==> src/rtl/ntt_pkg.sv <==
// rtl/ntt_pkg.sv - shared constants, Plantard twiddle constants and FSM encoding for the q=3329 NTT blocks
package ntt_pkg;

    localparam int unsigned DATA_WIDTH = 12;
    localparam int unsigned Q          = 3329;
    localparam int unsigned W_FWD      = 3095;
    localparam int unsigned W_INV      = 754;
    localparam int unsigned MULT_LAT   = 4;

    // Plantard reduction returns a*b*(-2^-32) mod q, so the stored twiddle carries -2^32 to cancel it.
    localparam logic [63:0] Q_INV_2_32       = 64'd1806234369;
    localparam logic [63:0] R_MOD_Q          = 64'h1_0000_0000 % 64'(Q);
    localparam logic [63:0] W_INV_PLANT      = (64'(W_INV) * (64'(Q) - R_MOD_Q)) % 64'(Q);
    localparam logic [31:0] W_INV_PLANT_QINV = 32'(W_INV_PLANT * Q_INV_2_32);

    typedef enum logic [1:0] {
        IDLE  = 2'd0,
        RUN   = 2'd1,
        DRAIN = 2'd2,
        DONE  = 2'd3
    } fsm_state_t;

endpackage

==> src/rtl/const_mm_inv.sv <==
// rtl/const_mm_inv.sv - four-stage multiply by W_INV mod Q using Plantard reduction
module const_mm_inv
    import ntt_pkg::*;
#(
    parameter int unsigned data_width = DATA_WIDTH
) (
    input  logic                  clk,
    input  logic                  rst,
    input  logic [data_width-1:0] x,
    output logic [data_width-1:0] y
);

    localparam logic signed [31:0] Q_S = $signed(32'(Q));

    logic signed [15:0] hi_q;
    logic signed [16:0] t_q;
    logic signed [31:0] m_q;
    logic signed [15:0] r;

    // The reduced value lands in [-q/2, q/2]; negative results are folded back by adding q.
    assign r = 16'(m_q >>> 16);

    always_ff @(posedge clk) begin
        if (!rst) begin
            hi_q <= '0;
            t_q  <= '0;
            m_q  <= '0;
            y    <= '0;
        end else begin
            hi_q <= 16'((32'(x) * W_INV_PLANT_QINV) >> 16);
            t_q  <= 17'(hi_q) + 17'sd8;
            m_q  <= 32'(t_q) * Q_S;
            y    <= r[15] ? data_width'(r + 16'(Q)) : data_width'(r);
        end
    end

endmodule

==> src/rtl/modular_add.sv <==
// rtl/modular_add.sv - combinational (a + b) mod Q for operands already below Q
module modular_add #(
    parameter int unsigned WIDTH = 12,
    parameter int unsigned Q     = 3329
) (
    input  logic [WIDTH-1:0] a,
    input  logic [WIDTH-1:0] b,
    output logic [WIDTH-1:0] y
);

    localparam int unsigned W1 = WIDTH + 1;

    logic [WIDTH:0] s;

    assign s = {1'b0, a} + {1'b0, b};
    assign y = (s >= W1'(Q)) ? WIDTH'(s - W1'(Q)) : WIDTH'(s);

endmodule

==> src/rtl/modular_substraction.sv <==
// rtl/modular_substraction.sv - combinational (a - b) mod Q for operands already below Q
module modular_substraction #(
    parameter int unsigned WIDTH = 12,
    parameter int unsigned Q     = 3329
) (
    input  logic [WIDTH-1:0] a,
    input  logic [WIDTH-1:0] b,
    output logic [WIDTH-1:0] y
);

    localparam int unsigned W1 = WIDTH + 1;

    assign y = (a >= b) ? (a - b) : WIDTH'(W1'(a) + W1'(Q) - W1'(b));

endmodule

==> src/rtl/pe3_gs_inv.sv <==
// rtl/pe3_gs_inv.sv - pipelined inverse GS butterfly with PAIRS-per-frame controller
module pe3_gs_inv
    import ntt_pkg::*;
#(
    parameter int unsigned data_width = DATA_WIDTH,
    parameter int unsigned PAIRS      = 128
) (
    input  logic                  clk,
    input  logic                  rst,
    input  logic                  start,
    input  logic                  in_valid,
    output logic                  in_ready,
    input  logic [data_width-1:0] a_in,
    input  logic [data_width-1:0] b_in,
    output logic                  out_valid,
    output logic [data_width-1:0] u_out,
    output logic [data_width-1:0] v_out,
    output logic                  busy,
    output logic                  done,
    output logic                  overflow
);

    localparam int unsigned CW    = $clog2(PAIRS + 1);
    localparam int unsigned CHAIN = MULT_LAT + 2;
    localparam int unsigned DW1   = data_width + 1;

    fsm_state_t            state;
    logic [CW-1:0]         acc_cnt;
    logic [CHAIN-1:0]      vld;
    logic                  accept;
    logic [data_width-1:0] a_q, b_q;
    logic [data_width-1:0] sum_c, diff_c;
    logic [data_width-1:0] sum_q, diff_q;
    logic [data_width-1:0] prod;
    logic [data_width-1:0] sum_dly [MULT_LAT];

    function automatic logic [data_width-1:0] half_mod(input logic [data_width-1:0] x);
        return data_width'(({1'b0, x} + (x[0] ? DW1'(Q) : '0)) >> 1);
    endfunction

    assign in_ready = (state == RUN) && (acc_cnt < CW'(PAIRS));
    assign accept   = in_valid && in_ready;

    modular_add #(.WIDTH(data_width), .Q(Q)) u_add (
        .a (a_q),
        .b (b_q),
        .y (sum_c)
    );

    modular_substraction #(.WIDTH(data_width), .Q(Q)) u_sub (
        .a (a_q),
        .b (b_q),
        .y (diff_c)
    );

    const_mm_inv #(.data_width(data_width)) u_mm (
        .clk (clk),
        .rst (rst),
        .x   (diff_q),
        .y   (prod)
    );

    // vld[k] is set k edges after the accept edge; the output register follows vld[CHAIN-1].
    always_ff @(posedge clk) begin
        if (!rst) begin
            vld       <= '0;
            a_q       <= '0;
            b_q       <= '0;
            sum_q     <= '0;
            diff_q    <= '0;
            for (int i = 0; i < int'(MULT_LAT); i++) sum_dly[i] <= '0;
            out_valid <= 1'b0;
            u_out     <= '0;
            v_out     <= '0;
        end else begin
            vld <= {vld[CHAIN-2:0], accept};
            if (accept) begin
                a_q <= a_in;
                b_q <= b_in;
            end
            sum_q      <= sum_c;
            diff_q     <= diff_c;
            sum_dly[0] <= sum_q;
            for (int i = 1; i < int'(MULT_LAT); i++) sum_dly[i] <= sum_dly[i-1];
            out_valid <= vld[CHAIN-1];
            if (vld[CHAIN-1]) begin
                u_out <= half_mod(sum_dly[MULT_LAT-1]);
                v_out <= half_mod(prod);
            end
        end
    end

    always_ff @(posedge clk) begin
        if (!rst) begin
            state    <= IDLE;
            acc_cnt  <= '0;
            busy     <= 1'b0;
            done     <= 1'b0;
            overflow <= 1'b0;
        end else begin
            done <= 1'b0;
            if (in_valid && !in_ready && (state == RUN || state == DRAIN)) overflow <= 1'b1;
            case (state)
                IDLE: begin
                    if (start) begin
                        state    <= RUN;
                        acc_cnt  <= '0;
                        overflow <= 1'b0;
                        busy     <= 1'b1;
                    end
                end
                RUN: begin
                    if (accept) begin
                        acc_cnt <= acc_cnt + 1'b1;
                        if (acc_cnt == CW'(PAIRS - 1)) state <= DRAIN;
                    end
                end
                DRAIN: begin
                    if (vld == '0) begin
                        state <= DONE;
                        done  <= 1'b1;
                    end
                end
                DONE: begin
                    state <= IDLE;
                    busy  <= 1'b0;
                end
                default: state <= IDLE;
            endcase
        end
    end

endmodule

==> config.mk <==
export PLATFORM = sky130hd
export DESIGN_NAME = pe3_gs_inv
export DESIGN_NICKNAME = d
export VERILOG_FILES = /design/src/rtl/ntt_pkg.sv /design/src/rtl/const_mm_inv.sv /design/src/rtl/modular_add.sv /design/src/rtl/modular_substraction.sv /design/src/rtl/pe3_gs_inv.sv
export SDC_FILE = /design/constraint.sdc
export NUM_CORES = 1
export LEC_CHECK = 0
export CAP_MARGIN = 20
export CORE_UTILIZATION = 60
export DETAILED_ROUTE_END_ITERATION = 12
export MAX_ROUTING_LAYER = met4
export PLACE_DENSITY = 0.79
export SYNTH_ARGS = -nofsm -noshare
export SYNTH_HDL_FRONTEND = slang
export SYNTH_SLANG_ARGS = --single-unit
export TNS_END_PERCENT = 5
==> constraint.sdc <==
create_clock -name clk -period 5.5 [get_ports clk]
set_clock_uncertainty 0.1 [all_clocks]
set_input_delay 1.65 -clock clk [delete_from_list [all_inputs] [get_ports clk]]
set_output_delay 1.65 -clock clk [all_outputs]
set_load 0.03 [all_outputs]
==> summary.txt, run 1 <==
Status
  • Status: finished clean

GRT
  • First-pass GRT wire length: 53900 µm
  • Global route overflow: 0
  • Vias in the first global route: 11.4k
  • Largest net degree at the start of global routing: 93
  • Global Route Usage Sum: 26.2%
  • Initial antenna violation count: 0

Final layout
  • Most common cell after layout, fill and taps aside: inv_1
  • Layout area overhead: 9.71%
  • Number of diodes: 0
  • Fill count: 2064
  • Final cell count without fillers: 2128
  • Fraction of layout cells with a size suffix above 1: 4.56%
  • Nets: 2157
  • Design Area, Final: 17200 µm²
  • Commonest cells after routing, fill and taps aside: inv_1, ha_1, dfxtp_1

Place
  • # port buffers: 56
  • DP Worst Slack: 0.103 ns
  • Routability Congestion: 0.957
  • Post-DP HPWL: 25800 µm
  • Placed Instances: 2096
  • Area after DPL: 16500 µm²

Logic synthesis
  • Mapped Nets: 2116
  • FF+latch count, synth: 198
  • Unique masters post-synth: 86
  • Seq/Total Area, Yosys: 25.3%
  • Syn Std Cell Area: 15600 µm²
  • Async SR Flop Fraction: 0%
  • Commonest register cell after synthesis: dfxtp_1
  • Post-Syn Instances: 1744
  • Syn_area_per_cell: 8.97 µm²
  • Yosys warning count: 0
  • Number of synthesized flops with an enable pin: 0

Hold path
  • Hold Path Class: register to register
  • Hold Crit Depth: 1

STA
  • Minimum clock period: 5.24 ns
  • Slew HR: 38.1%
  • Slew Limit Fails: 0
  • Worst Tran Pin Value: 0.929 ns
  • Count of final setup violators: 0
  • Final hold vios: 0
  • F_max: 191 MHz
  • Post-route setup slack: 0.258 ns
  • Fin Setup TNS: 0 ns
  • Tcrit/Tclk final: 95.3%

Clock tree
  • Post CTS Setup Buffer Count: 0
  • Clock Root Buffer: clkbuf_16
  • TritonCTS clock tree: yes
  • Num CTS Buffers: 17
  • Clk Latency, worst-skew pair: 0.45 ns
  • Hold buffers post-CTS: 0
  • CTS H-Tree Depth: 4
  • Clock tree sinks: 198
  • Post-CTS Resized: 0
  • Clock Path Buffers: 2
  • Clk pin slew, worst setup/hold paths: 0.10 ns

Setup path
  • Crit end category: register
  • CP Launch Type: register
  • CP max FO: 5
  • Reg2reg path depth: 17
  • R2R setup slack: 0.26 ns
  • Critical Path AT: 5.43 ns
  • Critical Path RT: 5.69 ns
  • CP Class: register to register

Route
  • WL/cell: 15.1 µm
  • Initial DRT Pass Iterations: 5
  • Post-DRT Antenna Nets: 0
  • Via density per instance: 5.33
  • # DRC: 0
  • Iter 0 DRT Violations: 692
  • Final wirelength: 32100 µm
  • Via count: 11.4k

Floorplan
  • Starting Density: 61.6%
  • Die area: 26700 µm²
  • Row count: 58
  • Die H: 163 µm
  • Core area: 25400 µm²
  • Die Span X: 163 µm
  • Io pins: 57

Flow run
  • Max cap viols: 0
## worst max-delay path, stage by stage, from the launching register on
cell and delay, ns:
dfxtp_1 0.44, ha_1 0.30, xnor2_1 0.14, ha_1 0.17
a21oi_1 0.23, fa_1 0.49, fa_1 0.43, inv_1 0.08
fa_1 0.43, ha_1 0.39, a2111oi_1 0.44, o21ai_1 0.18
a221oi_2 0.36, o2111ai_2 0.23, a311oi_2 0.30, o21ai_0 0.16
xnor2_1 0.18, nor2_1 0.05
## path summary, 6_finish.rpt
check,start,end
worst max-delay path,diff_q[11],u_mm.hi_q[15]
worst min-delay path,sum_dly[2][1],sum_dly[3][1]
worst max register to register,diff_q[11],u_mm.hi_q[15]
worst min register to register,sum_dly[2][1],sum_dly[3][1]
## registers in the layout, indices dropped and copies added, names as in the netlist
| signal | cells |
|---|---|
| diff_q | 12 |
| state | 2 |
| a_q | 12 |
| b_q | 12 |
| u_mm.m_q | 13 |
| done | 1 |
| out_valid | 1 |
| busy | 1 |
| acc_cnt | 8 |
| u_mm.y | 12 |
| overflow | 1 |
| vld | 6 |
| u_out | 12 |
| sum_q | 12 |
| sum_dly | 48 |
| u_mm.t_q | 17 |
| v_out | 12 |
| u_mm.hi_q | 16 |
## area by class of cell
cell class / count / area, µm² / area share (%)
tap: 330 / 413 / 2.41
inverter: 357 / 1340 / 7.82
clock inverter: 15 / 236 / 1.38
multi-input combinational: 1145 / 10100 / 59.1
timing repair buffer: 66 / 631 / 3.68
clock buffer: 17 / 425 / 2.48
sequential: 198 / 3960 / 23.1
## Yosys cell counts (3+ instances only)
cell type	instances	area (µm²)
nand2_1	107	402
nand3b_1	5	37.5
nand4_1	11	68.8
o21a_1	10	75.1
inv_1	356	1340
a21oi_1	85	425
mux2_2	3	33.8
mux2i_1	17	170
and3_1	9	56.3
nand2b_1	13	81.3
or4_1	5	37.5
o21ai_0	32	160
clkbuf_1	30	113
fa_1	122	2440
and2_1	65	407
nor3b_1	4	30.0
o2111ai_1	4	35.0
o31ai_1	4	30.0
o41ai_1	4	35.0
a211oi_1	24	180
nor3_1	18	90.1
xor2_1	38	333
o211ai_1	7	52.6
ha_1	222	2780
or3_1	9	56.3
a31oi_1	11	68.8
nand3_1	25	125
a31o_2	4	35.0
nor4_1	5	31.3
nor2b_1	10	62.6
a221oi_1	3	26.3
buf_2	4	20.0
buf_4	3	22.5
a21o_1	18	135
or2_2	4	25.0
o21bai_1	8	60.1
xnor2_1	61	534
dfxtp_1	198	3960
buf_1	3	11.3
nor2_1	124	465
## layer usage
| layer | track usage [%] | up-vias | share of wire (%) |
|---|---|---|---|
| met2 | 44.5 | 203 | 48 |
| met5 | - | - | 0 |
| met3 | 3.20 | 49 | 2.6 |
| li1 | - | 5692 | - |
| met1 | 32.7 | 5408 | 47 |
| met4 | 7.07 | 0 | 2.0 |
## per-stage QoR
stage / util, % / hold slack, ns
final: 67.6 / 0.318
after global routing: 67.6 / 0.328
after CTS: 67.5 / 0.320
after detailed placement: 64.9 / 0.317
after global placement: 64.9 / 0.313
after floorplan: - / 0.312
## logic make-up (layout without fill, tap and decap cells)
logic type	count (synthesis)	in the layout	share of synthesized area [%]
xor gates and xnor gates	99	99	5.54
DFF	198	198	25.3
AOI/OAI and AO/OA	249	249	10.6
muxes	20	20	1.30
adders and majority gates	344	344	33.4
and+or+nand+nor	433	433	13.9
buffers and inverters	401	455	9.90
Power of run 1 is left out: the tool's default activity adds up to more than one toggle a clock period on the data nets, which glitch-free logic cannot reach.
==> run 2: changes to the inputs <==
CORE_UTILIZATION = 50   (was 60)
PLACE_DENSITY = 0.67   (was 0.79)
==> run 2 against run 1 <==
  * Sequential share of layout area fell by 0.067 points
  * Count of clock-buffer cells in the layout is 1 higher
  * Critical path depth stayed put
  * First-iteration DRC count decreased by 32%
  * Utilization decreased by 11 points
  * Sequential cell count is the same
  * Global-route usage is 4.3 points lower
  * Via count is 1.2% lower
  * Register-to-register slack got worse by 0.04 ns
  * Die area up 20%
  * Critical path type unchanged
  * Highest routed layer unchanged
==> summary.txt, run 2 (same netlist as run 1, synthesis figures left out) <==
Status
  • Status: finished clean (unchanged)

STA
  • F_max: 189 MHz (was 191 MHz)
  • Final hold vios: 0 (unchanged)
  • Worst Tran Pin Value: 0.866 ns (was 0.929 ns)
  • Tcrit/Tclk final: 96.0% (was 95.3%)
  • Minimum clock period: 5.28 ns (was 5.24 ns)
  • Post-route setup slack: 0.219 ns (was 0.258 ns)
  • Count of final setup violators: 0 (unchanged)
  • Slew HR: 42.3% (was 38.1%)
  • Slew Limit Fails: 0 (unchanged)

Flow run
  • Max cap viols: 0 (unchanged)

Floorplan
  • Core area: 30700 µm² (was 25400 µm²)
  • Row count: 64 (was 58)
  • Die H: 179 µm (was 163 µm)
  • Die area: 32000 µm² (was 26700 µm²)
  • Io pins: 57 (unchanged)
  • Starting Density: 51.0% (was 61.6%)
  • Die Span X: 179 µm (was 163 µm)

Clock tree
  • TritonCTS clock tree: yes (unchanged)
  • Clock Path Buffers: 2 (unchanged)
  • Clock tree sinks: 198 (unchanged)
  • CTS H-Tree Depth: 4 (unchanged)
  • Clk Latency, worst-skew pair: 0.44 ns (was 0.45 ns)
  • Clock Root Buffer: clkbuf_16 (unchanged)
  • Clk pin slew, worst setup/hold paths: 0.08 ns (was 0.10 ns)
  • Num CTS Buffers: 17 (unchanged)

Setup path
  • Critical Path Source: diff_q[11] (unchanged)
  • CP Class: register to register (unchanged)
  • CP Launch Type: register (unchanged)
  • Critical R2R Launch: diff_q[11] (unchanged)
  • Crit end category: register (unchanged)
  • Critical Path AT: 5.49 ns (was 5.43 ns)
  • CP max FO: 5 (unchanged)
  • Critical Path RT: 5.71 ns (was 5.69 ns)

Route
  • Post-DRT Antenna Nets: 0 (unchanged)
  • Iter 0 DRT Violations: 470 (was 692)
  • Initial DRT Pass Iterations: 5 (unchanged)
  • WL/cell: 14.7 µm (was 15.1 µm)
  • Final wirelength: 32300 µm (was 32100 µm)
  • # DRC: 0 (unchanged)
  • Via density per instance: 5.10 (was 5.33)
  • Via count: 11.2k (was 11.4k)

Final layout
  • Biggest regs: sum_dly x48, u_mm.t_q x17, u_mm.hi_q x16 (unchanged)
  • Fraction of layout cells with a size suffix above 1: 4.72% (was 4.56%)
  • Most flop-heavy register: sum_dly (unchanged)
  • Number of diodes: 0 (unchanged)
  • Nets: 2161 (was 2157)
  • Layout area overhead: 10.0% (was 9.71%)
  • Largest register FFs: 48 (unchanged)
  • Most common cell after layout, fill and taps aside: inv_1 (unchanged)
  • Commonest cells after routing, fill and taps aside: inv_1, ha_1, dfxtp_1 (unchanged)
  • Design Area, Final: 17200 µm² (about the same)
  • Post-layout util: 56.1% (was 67.6%)
  • Fill count: 2785 (was 2064)

GRT
  • First-pass GRT wire length: 53600 µm (was 53900 µm)
  • Initial antenna violation count: 0 (unchanged)
  • Global Route Usage Sum: 21.8% (was 26.2%)
  • Global route overflow: 0 (unchanged)
  • Vias in the first global route: 11.0k (was 11.4k)
  • Largest net degree at the start of global routing: 79 (was 93)

Place
  • Post-DP HPWL: 26100 µm (was 25800 µm)
  • # port buffers: 56 (unchanged)
  • DP Worst Slack: 0.0455 ns (was 0.103 ns)
  • Routability Congestion: 0.919 (was 0.957)
  • Area after DPL: 16600 µm² (was 16500 µm²)

Hold path
  • Hold Path Class: register to register (unchanged)
  • Hold path start: sum_dly[1][6] (was sum_dly[2][1])
==> run 2: metrics by stage <==
step           std cells  hold WS [ns]  TNS [ns]
3_3_place_gp        2165         0.313         0
2_1_floorplan       1744         0.312         0
6_report            2198         0.326         0
5_1_grt             2198         0.336   -0.0421
3_5_place_dp        2165         0.317         0
4_1_cts             2197         0.325         0
==> run 2: layout make-up <==
cell class                 instances  area, µm²  area share (%)
sequential                       198       3960            23.0
clock inverter                    14        170           0.989
timing repair buffer              70        661            3.84
tap                              396        495            2.88
multi-input combinational       1145      10100            59.0
clock buffer                      18        429            2.49
inverter                         357       1340            7.80
==> run 2: layer usage <==
metal  global-route usage [%]  vias up  routed length, µm
li1                         -     5708                  -
met1                     28.1     5317              15600
met2                     37.0      174              15600
met3                     2.71       15                827
met4                     3.78        0                220
met5                        -        -                  0
==> run 2: path summary, 6_finish.rpt <==
kind	cells past startpoint	slack, ns	endpoint
worst max-delay path	17	0.22	u_mm.hi_q[15]
worst min register to register	1	0.33	sum_dly[2][6]
worst min-delay path	1	0.33	sum_dly[2][6]
worst max register to register	17	0.22	u_mm.hi_q[15]
==> run 2: repair_timing <==
item,in CTS,in global routing
buffers inserted,0,1
endpoints found under the setup margin,0,4
hold buffers,0,0
gates resized for setup,0,4
==> run 2: worst max-delay path, cell delays in order, from the launching register on <==
cell and delay, ns:
dfxtp_1 0.43, ha_1 0.29, xnor2_1 0.14, ha_1 0.17, a21oi_1 0.23, fa_1 0.49
fa_1 0.42, inv_1 0.08, fa_1 0.42, ha_1 0.38, a2111oi_1 0.47, o21ai_0 0.21
a221oi_2 0.37, o2111ai_2 0.22, a311oi_2 0.31, o21ai_0 0.18, xnor2_1 0.18, nor2_1 0.05
Power of run 2 is left out for the same reason.
==> run 3: changes to the inputs <==
SKIP_LAST_GASP = 1   (was default)
==> results of run 3 <==
Same layout as run 2: the final DEF is identical, and so are final timing and power.
Power of run 3 is left out for the same reason.
